### src/rtl/pc_fetch_unit.sv
// Instruction-fetch front end: issues in-order fetches, buffers responses in a
// small in-order queue and feeds (pc, inst) pairs into the IF/ID register.
module pc_fetch_unit #(
  parameter logic [31:0] RESET_PC  = 32'h0000_0000,
  parameter int          BUF_DEPTH = 2
) (
  input  logic        clk,
  input  logic        rst_n,
  input  logic [6:0]  stall_i,
  input  logic        flush_i,
  input  logic [31:0] new_pc_i,
  input  logic        branch_flag_i,
  input  logic [31:0] branch_target_i,
  output logic        inst_req_o,
  output logic [31:0] inst_addr_o,
  input  logic        inst_gnt_i,
  input  logic        inst_rvalid_i,
  input  logic [31:0] inst_rdata_i,
  output logic        if_valid_o,
  output logic [31:0] if_pc_o,
  output logic [31:0] if_inst_o
);

  localparam int PW = $clog2(BUF_DEPTH);
  localparam int CW = PW + 1;
  localparam logic [CW-1:0] DEPTH_C = CW'(BUF_DEPTH);

  logic [31:0]          pc_q, pc_d;
  logic [BUF_DEPTH-1:0] alloc_q, alloc_d;
  logic [BUF_DEPTH-1:0] filled_q, filled_d;
  logic [31:0]          epc_q   [BUF_DEPTH];
  logic [31:0]          epc_d   [BUF_DEPTH];
  logic [31:0]          einst_q [BUF_DEPTH];
  logic [31:0]          einst_d [BUF_DEPTH];
  logic [PW-1:0]        aptr_q, aptr_d;
  logic [PW-1:0]        fptr_q, fptr_d;
  logic [PW-1:0]        hptr_q, hptr_d;
  logic [CW-1:0]        cnt_q, cnt_d;
  logic [CW-1:0]        disc_q, disc_d;
  logic                 if_valid_q, if_valid_d;
  logic [31:0]          if_pc_q, if_pc_d;
  logic [31:0]          if_inst_q, if_inst_d;

  logic                 redirect;
  logic                 req;
  logic                 grant;
  logic                 resp_drop;
  logic                 resp_fill;
  logic                 pop;
  logic [CW-1:0]        unfilled;
  logic [CW:0]          outstanding;
  logic [CW-1:0]        disc_redirect;
  logic                 unused_stall;

  assign unused_stall = ^stall_i[6:2];

  assign redirect  = flush_i | branch_flag_i;
  assign req       = !stall_i[0] && !redirect && (cnt_q < DEPTH_C);
  assign grant     = req && inst_gnt_i;
  assign resp_drop = inst_rvalid_i && (disc_q != '0);
  assign resp_fill = inst_rvalid_i && (disc_q == '0) &&
                     alloc_q[fptr_q] && !filled_q[fptr_q];
  // Only entries filled before this edge may be forwarded.
  assign pop       = !stall_i[1] && filled_q[hptr_q];

  always_comb begin
    unfilled = '0;
    for (int i = 0; i < BUF_DEPTH; i++) begin
      unfilled = unfilled + CW'(alloc_q[i] & ~filled_q[i]);
    end
  end

  // Everything still in flight at the memory becomes wrong-path on a redirect;
  // a response landing in the redirect cycle is itself one of them.
  always_comb begin
    outstanding = {1'b0, disc_q} + {1'b0, unfilled};
    if (inst_rvalid_i && (outstanding != '0)) begin
      outstanding = outstanding - (CW+1)'(1);
    end
    disc_redirect = outstanding[CW] ? {CW{1'b1}} : outstanding[CW-1:0];
  end

  always_comb begin
    pc_d       = pc_q;
    alloc_d    = alloc_q;
    filled_d   = filled_q;
    epc_d      = epc_q;
    einst_d    = einst_q;
    aptr_d     = aptr_q;
    fptr_d     = fptr_q;
    hptr_d     = hptr_q;
    cnt_d      = cnt_q;
    disc_d     = disc_q;
    if_valid_d = if_valid_q;
    if_pc_d    = if_pc_q;
    if_inst_d  = if_inst_q;

    if (redirect) begin
      pc_d     = flush_i ? new_pc_i : branch_target_i;
      alloc_d  = '0;
      filled_d = '0;
      aptr_d   = '0;
      fptr_d   = '0;
      hptr_d   = '0;
      cnt_d    = '0;
      disc_d   = disc_redirect;
      if (flush_i || !stall_i[1]) begin
        if_valid_d = 1'b0;
      end
    end else begin
      if (resp_drop) begin
        disc_d = disc_q - CW'(1);
      end
      if (resp_fill) begin
        einst_d[fptr_q]  = inst_rdata_i;
        filled_d[fptr_q] = 1'b1;
        fptr_d           = fptr_q + PW'(1);
      end
      if (!stall_i[1]) begin
        if (pop) begin
          if_valid_d       = 1'b1;
          if_pc_d          = epc_q[hptr_q];
          if_inst_d        = einst_q[hptr_q];
          alloc_d[hptr_q]  = 1'b0;
          filled_d[hptr_q] = 1'b0;
          hptr_d           = hptr_q + PW'(1);
        end else begin
          if_valid_d = 1'b0;
        end
      end
      if (grant) begin
        alloc_d[aptr_q]  = 1'b1;
        filled_d[aptr_q] = 1'b0;
        epc_d[aptr_q]    = pc_q;
        aptr_d           = aptr_q + PW'(1);
        pc_d             = pc_q + 32'd4;
      end
      case ({grant, pop})
        2'b10:   cnt_d = cnt_q + CW'(1);
        2'b01:   cnt_d = cnt_q - CW'(1);
        default: cnt_d = cnt_q;
      endcase
    end
  end

  always_ff @(posedge clk or negedge rst_n) begin
    if (!rst_n) begin
      pc_q       <= RESET_PC;
      alloc_q    <= '0;
      filled_q   <= '0;
      for (int i = 0; i < BUF_DEPTH; i++) begin
        epc_q[i]   <= '0;
        einst_q[i] <= '0;
      end
      aptr_q     <= '0;
      fptr_q     <= '0;
      hptr_q     <= '0;
      cnt_q      <= '0;
      disc_q     <= '0;
      if_valid_q <= 1'b0;
      if_pc_q    <= '0;
      if_inst_q  <= '0;
    end else begin
      pc_q       <= pc_d;
      alloc_q    <= alloc_d;
      filled_q   <= filled_d;
      epc_q      <= epc_d;
      einst_q    <= einst_d;
      aptr_q     <= aptr_d;
      fptr_q     <= fptr_d;
      hptr_q     <= hptr_d;
      cnt_q      <= cnt_d;
      disc_q     <= disc_d;
      if_valid_q <= if_valid_d;
      if_pc_q    <= if_pc_d;
      if_inst_q  <= if_inst_d;
    end
  end

  assign inst_req_o  = req;
  assign inst_addr_o = pc_q;
  assign if_valid_o  = if_valid_q;
  assign if_pc_o     = if_pc_q;
  assign if_inst_o   = if_inst_q;

endmodule

### config.mk
export PLATFORM = sky130hd
export DESIGN_NAME = pc_fetch_unit
export DESIGN_NICKNAME = d
export VERILOG_FILES = /design/src/rtl/pc_fetch_unit.sv
export SDC_FILE = /design/constraint.sdc
export NUM_CORES = 1
export LEC_CHECK = 0
export BUFFER_PORTS_ARGS = -buffer_cell sky130_fd_sc_hd__buf_4
export CAP_MARGIN = 10
export CORE_MARGIN = 1
export CORE_UTILIZATION = 55
export CTS_BUF_LIST = sky130_fd_sc_hd__clkbuf_2 sky130_fd_sc_hd__clkbuf_4 sky130_fd_sc_hd__clkbuf_8
export CTS_CLUSTER_DIAMETER = 120
export DETAILED_ROUTE_END_ITERATION = 12
export PLACE_DENSITY = 0.78
export SLEW_MARGIN = 25
export SYNTH_ARGS = -nofsm -noshare
export SYNTH_HDL_FRONTEND = slang
export SYNTH_SLANG_ARGS = --single-unit
export TNS_END_PERCENT = 50
### constraint.sdc
create_clock -name clk -period 3.8 [get_ports clk]
set_clock_uncertainty 0.1 [all_clocks]
set_input_delay 0.19 -clock clk [delete_from_list [all_inputs] [get_ports clk]]
set_output_delay 0.19 -clock clk [all_outputs]
set_load 0.02 [all_outputs]
==> flow_summary.toml, run 1 <==
[status]
status = "completed"

[detailed_routing]
vias = 8342
wl_per_cell_um = 17.8
wirelength_mm = 26.5
antenna_left = 0
dr.pass1.iters = 6
drc = 0
drtIter0Drc = 442
routed_via_density = 5.63

[setup_path]
path_cells = "ha_1, nand4_1, nor3_1, nand4_1, xor2_1, o221ai_1, dlygate4sd3_1"
worst-path-max-fanout = 7
required_ns = 4.11
cpMostUsedCell = "nand4_1"
arrival_ns = 3.36
crit_path_start_kind = "flop"
max_stage_delay_ns = 0.69
path_class = "reg -> reg"
slowest_stage = "nor3_1"
critPathCaptureType = "flop"

[cts]
cts_root_buffer = "clkbuf_8"
cts_tree = "yes"
htree_levels = 2
cts_made_buffers = 39
clock_tree.buffer_depth = 3
clkTransAtPathRegs_ns = 0.07
post_cts_resized = 0
clock-sinks = 236
insertion_delay_ns = 0.53

[floorplanning]
dieArea_sq_mm = 0.0200
die_w_um = 141
die_h_um = 141
io_pins = 207
coreArea_sq_mm = 0.0189
placementRows = 50
start_util_pct = 56.6

[grt]
busiest_layer = "met2"
grt_use_total_pct = 27.3
antenna_found_initial = 0
grt_use_met2_pct = 44.7
grt_overflow = 0
grt_pass1_wl_mm = 43.0
grt_use_met3_pct = 5.20
grt_max_degree = 88
grt_pass1_vias = 8370
globalRouteMet1Util_pct = 36.9

[yosys]
synth_mux_area_share_pct = 19.9
synth_cell_types = 62
yosys.area_share.xor_xnor_pct = 1.23
synth_compound_area_share_pct = 10.6
syn_nets = 1016
async_flop_share_pct = 100
synth_top_cell_area_share_pct = 55.2
synth_most_common_cell = "dfrtp_1"
ys_warn_count = 0
synth_top_family_by_area = "multiplexers"
syn_area_sq_mm = 0.0107
synthTopCellsByCount = "dfrtp_1, mux2_2, a21oi_1"
synth_edf_count = 0
synth_seq_cells = 236
synth-main-ff-cell = "dfrtp_1"
syn_area_per_cell_sq_um = 11.9
synth_area_leaders = "dfrtp_1, mux2_2, mux2i_1"
syn_inst = 900
ys_seq_area_share_pct = 55.2
synth-simple-area-share_pct = 9.15
synthAdderAreaFrac_pct = 0.889
yosysTopAreaCell = "dfrtp_1"

[worst_hold_path]
hp-class = "in -> reg"

[final_layout]
area_growth_pct = 32.5
drive_gt1_share_pct = 34.4
n_antenna_cell = 0
final_nets = 1312
postLayoutCoreUtil_pct = 75.0

[timing]
hold_viol_final = 0
worst_pin_slew_ns = 0.920
period_share_pct = 80.2
timing.final.ws_setup_ns = 0.751
finalSetupTns_ns = 0
slew_headroom_pct = 38.6
finalCriticalPeriod_ns = 3.05
clock.fmax_mhz = 328
timing.hold.ws_ns = 0.0286
final_max_slew_viol_count = 0
setup_viol = 0
rsz0062_at_grt = "no"

[power]
ir_worst_vdd_mv = 0.310
p_per_area_mw_per_mm2 = 443
power.leakage_nw = 6.76
finalPower_mw = 6.28

[placement]
gp_congestion = 0.862
hpwl_mm = 16.4
io_buffers = 201
dp_slack_ns = 1.04

[run]
drv_cap = 0
sequential cells by signal, summed over array words and instances (netlist names):
register and flops:
epc_q 64, inst_addr_o 32, einst_q 64, aptr_q 1, if_valid_o 1, hptr_q 1, cnt_q 2, alloc_q 2
if_pc_o 32, fptr_q 1, if_inst_o 32, filled_q 2, disc_q 2
through the flow:
stage               area, sq um  std cells
finish                    14200       1482
global route              14200       1482
CTS                       14200       1482
detailed placement        12400       1323
global placement          12400       1323
floorplan                 10700        900
cell usage in the layout (no fill, tap or decap), drive strengths merged, types with 7 or more instances in the layout:
cell and n:
a21oi 99, a22oi 12, buf 216, clkbuf 63
dfrtp 236, dlygate4sd3 92, inv 12, mux2 124
mux2i 69, nand2 30, nand3 18, nand4 9
nor2 93, nor3 8, o21ai 26, xnor2 8
xor2 7
worst max-delay path: cells and delay by family, from the launching register on:
family | cells | cell delay, ns
simple gates | 3 | 1.24
buf+inv | 1 | 0.58
flops | 1 | 0.44
xor+xnor | 1 | 0.21
compound gates | 1 | 0.12
fa+ha+maj | 1 | 0.24
worst paths after layout:
path | start | end | slack (ns) | depth (start not counted)
worst min register to register | epc_q[38] | epc_q[38] | 0.39 | 1
max in group asynchronous | rst_n | if_pc_o[23] | 2.53 | 3
min in group asynchronous | rst_n | epc_q[10] | 0.10 | 2
worst min-delay path | new_pc_i[11] | inst_addr_o[11] | 0.03 | 5
worst max register to register | inst_addr_o[3] | inst_addr_o[26] | 0.75 | 7
worst max-delay path | inst_addr_o[3] | inst_addr_o[26] | 0.75 | 7
power by group:
group	internal (mW)	total (mW)	switching [mW]
logic	0.528	0.993	0.466
registers	2.76	2.95	0.193
clock network	1.37	2.34	0.968
total	4.65	6.28	1.63
routing by layer:
metal	share of wire (%)	wire length (um)	up-vias
li1	-	-	3842
met1	43	11500	4139
met2	48	12700	302
met3	6.0	1580	59
met4	2.6	698	0
met5	0	0	-
cells by family (layout without fill, tap and decap cells):
kind of cell               Yosys count  count (layout)
xor gates and xnor gates            15              15
adders and majority gates            7               7
and+or+nand+nor                    194             194
buffers and inverters               65             387
muxes                              193             193
DFF                                236             236
AOI/OAI and AO/OA                  190             190
repair_timing:
action,in CTS,in global routing
endpoints found under the setup margin,0,0
hold buffers,92,0
hold endpoints to repair,180,0
setup buffers,0,0
final cells by class:
| class | instances | area, sq um |
|---|---|---|
| sequential | 236 | 5910 |
| clock buffer | 63 | 786 |
| fill | 1305 | 4730 |
| tap | 260 | 325 |
| multi-input combinational | 599 | 4480 |
| timing repair buffer | 308 | 2570 |
| inverter | 12 | 45.0 |
| clock inverter | 4 | 45.0 |
(Power assumes the default switching activity.)
==> run 2: changes to the inputs <==
--- a/config.mk
+++ b/config.mk
@@ -5,6 +5,7 @@
 export SDC_FILE = /design/constraint.sdc
 export NUM_CORES = 1
 export LEC_CHECK = 0
+export ABC_AREA = 1
 export BUFFER_PORTS_ARGS = -buffer_cell sky130_fd_sc_hd__buf_4
 export CAP_MARGIN = 10
 export CORE_MARGIN = 1
==> constraint.sdc (replaced) <==
create_clock -name clk -period 3.1 [get_ports clk]
set_clock_uncertainty 0.1 [all_clocks]
set_input_delay 0.155 -clock clk [delete_from_list [all_inputs] [get_ports clk]]
set_output_delay 0.155 -clock clk [all_outputs]
set_load 0.02 [all_outputs]
==> flow_summary.toml, run 2 <==
[cts]
cts_tree = "yes"
clock_tree.buffer_depth = 3
clkTransAtPathRegs_ns = 0.06
cts_made_buffers = 40
cts_root_buffer = "clkbuf_8"
postCtsSetupBuffers = 0
post_cts_resized = 0
holdBufCountCts = 90
clock-sinks = 236
insertion_delay_ns = 0.53
htree_levels = 2

[yosys]
syn_nets = 1479
ys_warn_count = 0
synth_edf_count = 0
synth_top_cell_area_share_pct = 52.8
yosysTopAreaCell = "dfrtp_1"
async_flop_share_pct = 100
synth_most_common_cell = "nand2_1"
syn_inst = 1363
syn_area_sq_mm = 0.0112
synth_cell_types = 42
synth_area_leaders = "dfrtp_1, nand2_1, nor2_1"
synth_seq_cells = 236
synthTopCellsByCount = "nand2_1, nor2_1, dfrtp_1"
ys_seq_area_share_pct = 52.8
synth-main-ff-cell = "dfrtp_1"
syn_area_per_cell_sq_um = 8.21

[floorplanning]
coreArea_sq_mm = 0.0197
start_util_pct = 56.7
die_h_um = 145
placementRows = 51
dieArea_sq_mm = 0.0209
io_pins = 207
die_w_um = 145

[detailed_routing]
dr.pass1.iters = 7
vias = 10300
wirelength_mm = 29.5
antenna_left = 0
drtIter0Drc = 632
routed_via_density = 5.33
drc = 0
wl_per_cell_um = 15.3

[setup_path]
r2r_end = "disc_q[0]"
crit_path_start_kind = "flop"
arrival_ns = 3.20
worst-path-max-fanout = 5
crit_path_start = "filled_q[0]"
required_ns = 3.37
critPathCaptureType = "flop"
r2r_slack_ns = 0.17
r2r_cells = 12
path_class = "reg -> reg"
r2r_start = "filled_q[0]"

[grt]
grt_use_total_pct = 29.1
antenna_found_initial = 0
grt_pass1_vias = 9912
grt_overflow = 0
grt_pass1_wl_mm = 47.7
grt_max_degree = 107

[worst_hold_path]
hp-class = "in -> reg"
holdPathStages = 5
hold_path_end = "inst_addr_o[9]"
worstHoldStart = "new_pc_i[9]"

[status]
status = "completed"

[power]
ir_worst_vdd_mv = 0.261
power.leakage_nw = 7.37
p_per_area_mw_per_mm2 = 535

[placement]
hpwl_mm = 18.7
place_inst = 1772
io_buffers = 201
gp_congestion = 0.939

[final_layout]
drive_gt1_share_pct = 19.1
n_antenna_cell = 0
final_cell_mix = "nand2_1, nor2_1, dfrtp_1, buf_4, dlygate4sd3_1"
reg_top3 = "einst_q: 64 flops, epc_q: 64 flops"
final_common_cell = "nand2_1"
instances_no_fill = 1929
final_nets = 1755
fillers = 1460
area_growth_pct = 30.0

[timing]
finalSetupTns_ns = 0
slew_headroom_pct = 45.7
finalCriticalPeriod_ns = 2.93
rsz0062_at_grt = "no"
worst_pin_slew_ns = 0.815
final_max_slew_viol_count = 0
setup_viol = 0
clock.fmax_mhz = 341
period_share_pct = 94.5
hold_viol_final = 0

[run]
drv_cap = 0
[run 2: cell types whose count changed in the layout (fill, tap and decap cells not counted), moves of 45 or more]
cell / previous run / this run
a21oi_1: 99 / 54
nor2_1: 91 / 258
nand2_1: 29 / 350
mux2_2: 110 / 0
o21ai_1: 0 / 83
inv_1: 12 / 85
o31ai_1: 3 / 66
mux2i_1: 69 / 0
[run 2: power breakdown]
group	internal (mW)	total (mW)	switching, mW
Sequential	3.37	3.61	0.234
Combinational	0.540	1.24	0.702
Clock	1.71	2.93	1.22
Total	5.62	7.78	2.15
[run 2: how the worst max path moves through the flow]
| stage | endpoint | slack, ns |
|---|---|---|
| floorplan | disc_q[1] | 0.30 |
| global placement | disc_q[0] | 0.28 |
| detailed placement | disc_q[0] | 0.22 |
| CTS | disc_q[0] | 0.20 |
| global route | disc_q[0] | 0.02 |
| finish | disc_q[0] | 0.17 |
[run 2: cells by family (layout without fill, tap and decap cells)]
family	Yosys count	in the layout	share of synthesized area [%]
flops	236	236	52.8
compound gates	284	284	14.7
fa+ha+maj	7	7	0.850
xor+xnor	6	6	0.470
simple gates	663	663	24.0
buf+inv	167	468	7.23
[run 2: metal layers]
metal | share of wire (%) | GRT usage, % | routed length, um | vias up
met5 | 0 | 0 | 0 | -
met4 | 2.4 | 9.42 | 714 | 0
met3 | 6.8 | 5.23 | 2010 | 58
met2 | 48 | 48.1 | 14100 | 414
met1 | 43 | 38.8 | 12700 | 4845
li1 | - | - | - | 4966
[run 2: cell type report]
class	count	area, sq um	share of cell area (%)
Clock inverter	5	53.8	0.370
Tap cell	265	332	2.28
Multi-Input combinational cell	960	4480	30.8
Clock buffer	62	797	5.48
Timing Repair Buffer	307	2610	18.0
Inverter	94	365	2.51
Sequential cell	236	5910	40.6
[run 2: stage by stage]
step	hold WS [ns]	total power, mW	setup slack, ns	utilization, %	instance area, sq um
after detailed placement	0.176	4.77	0.218	64.9	12800
after floorplan	-0.241	4.29	0.304	-	11200
after global routing	0.0794	8.14	0.0198	73.8	14500
final	0.0389	7.78	0.171	73.8	14500
after global placement	0.177	4.72	0.278	64.9	12800
after CTS	0.000156	7.81	0.204	73.8	14500
[run 2: worst max-delay path, stage by stage (launching register included)]
cell	delay (ns)
dfrtp_1	0.39
nor2_1	0.15
ha_1	0.26
ha_1	0.20
fa_1	0.50
inv_1	0.05
ha_1	0.19
ha_1	0.18
or2_2	0.34
a21oi_1	0.12
o21ai_0	0.13
nor2_1	0.11
a31oi_1	0.05
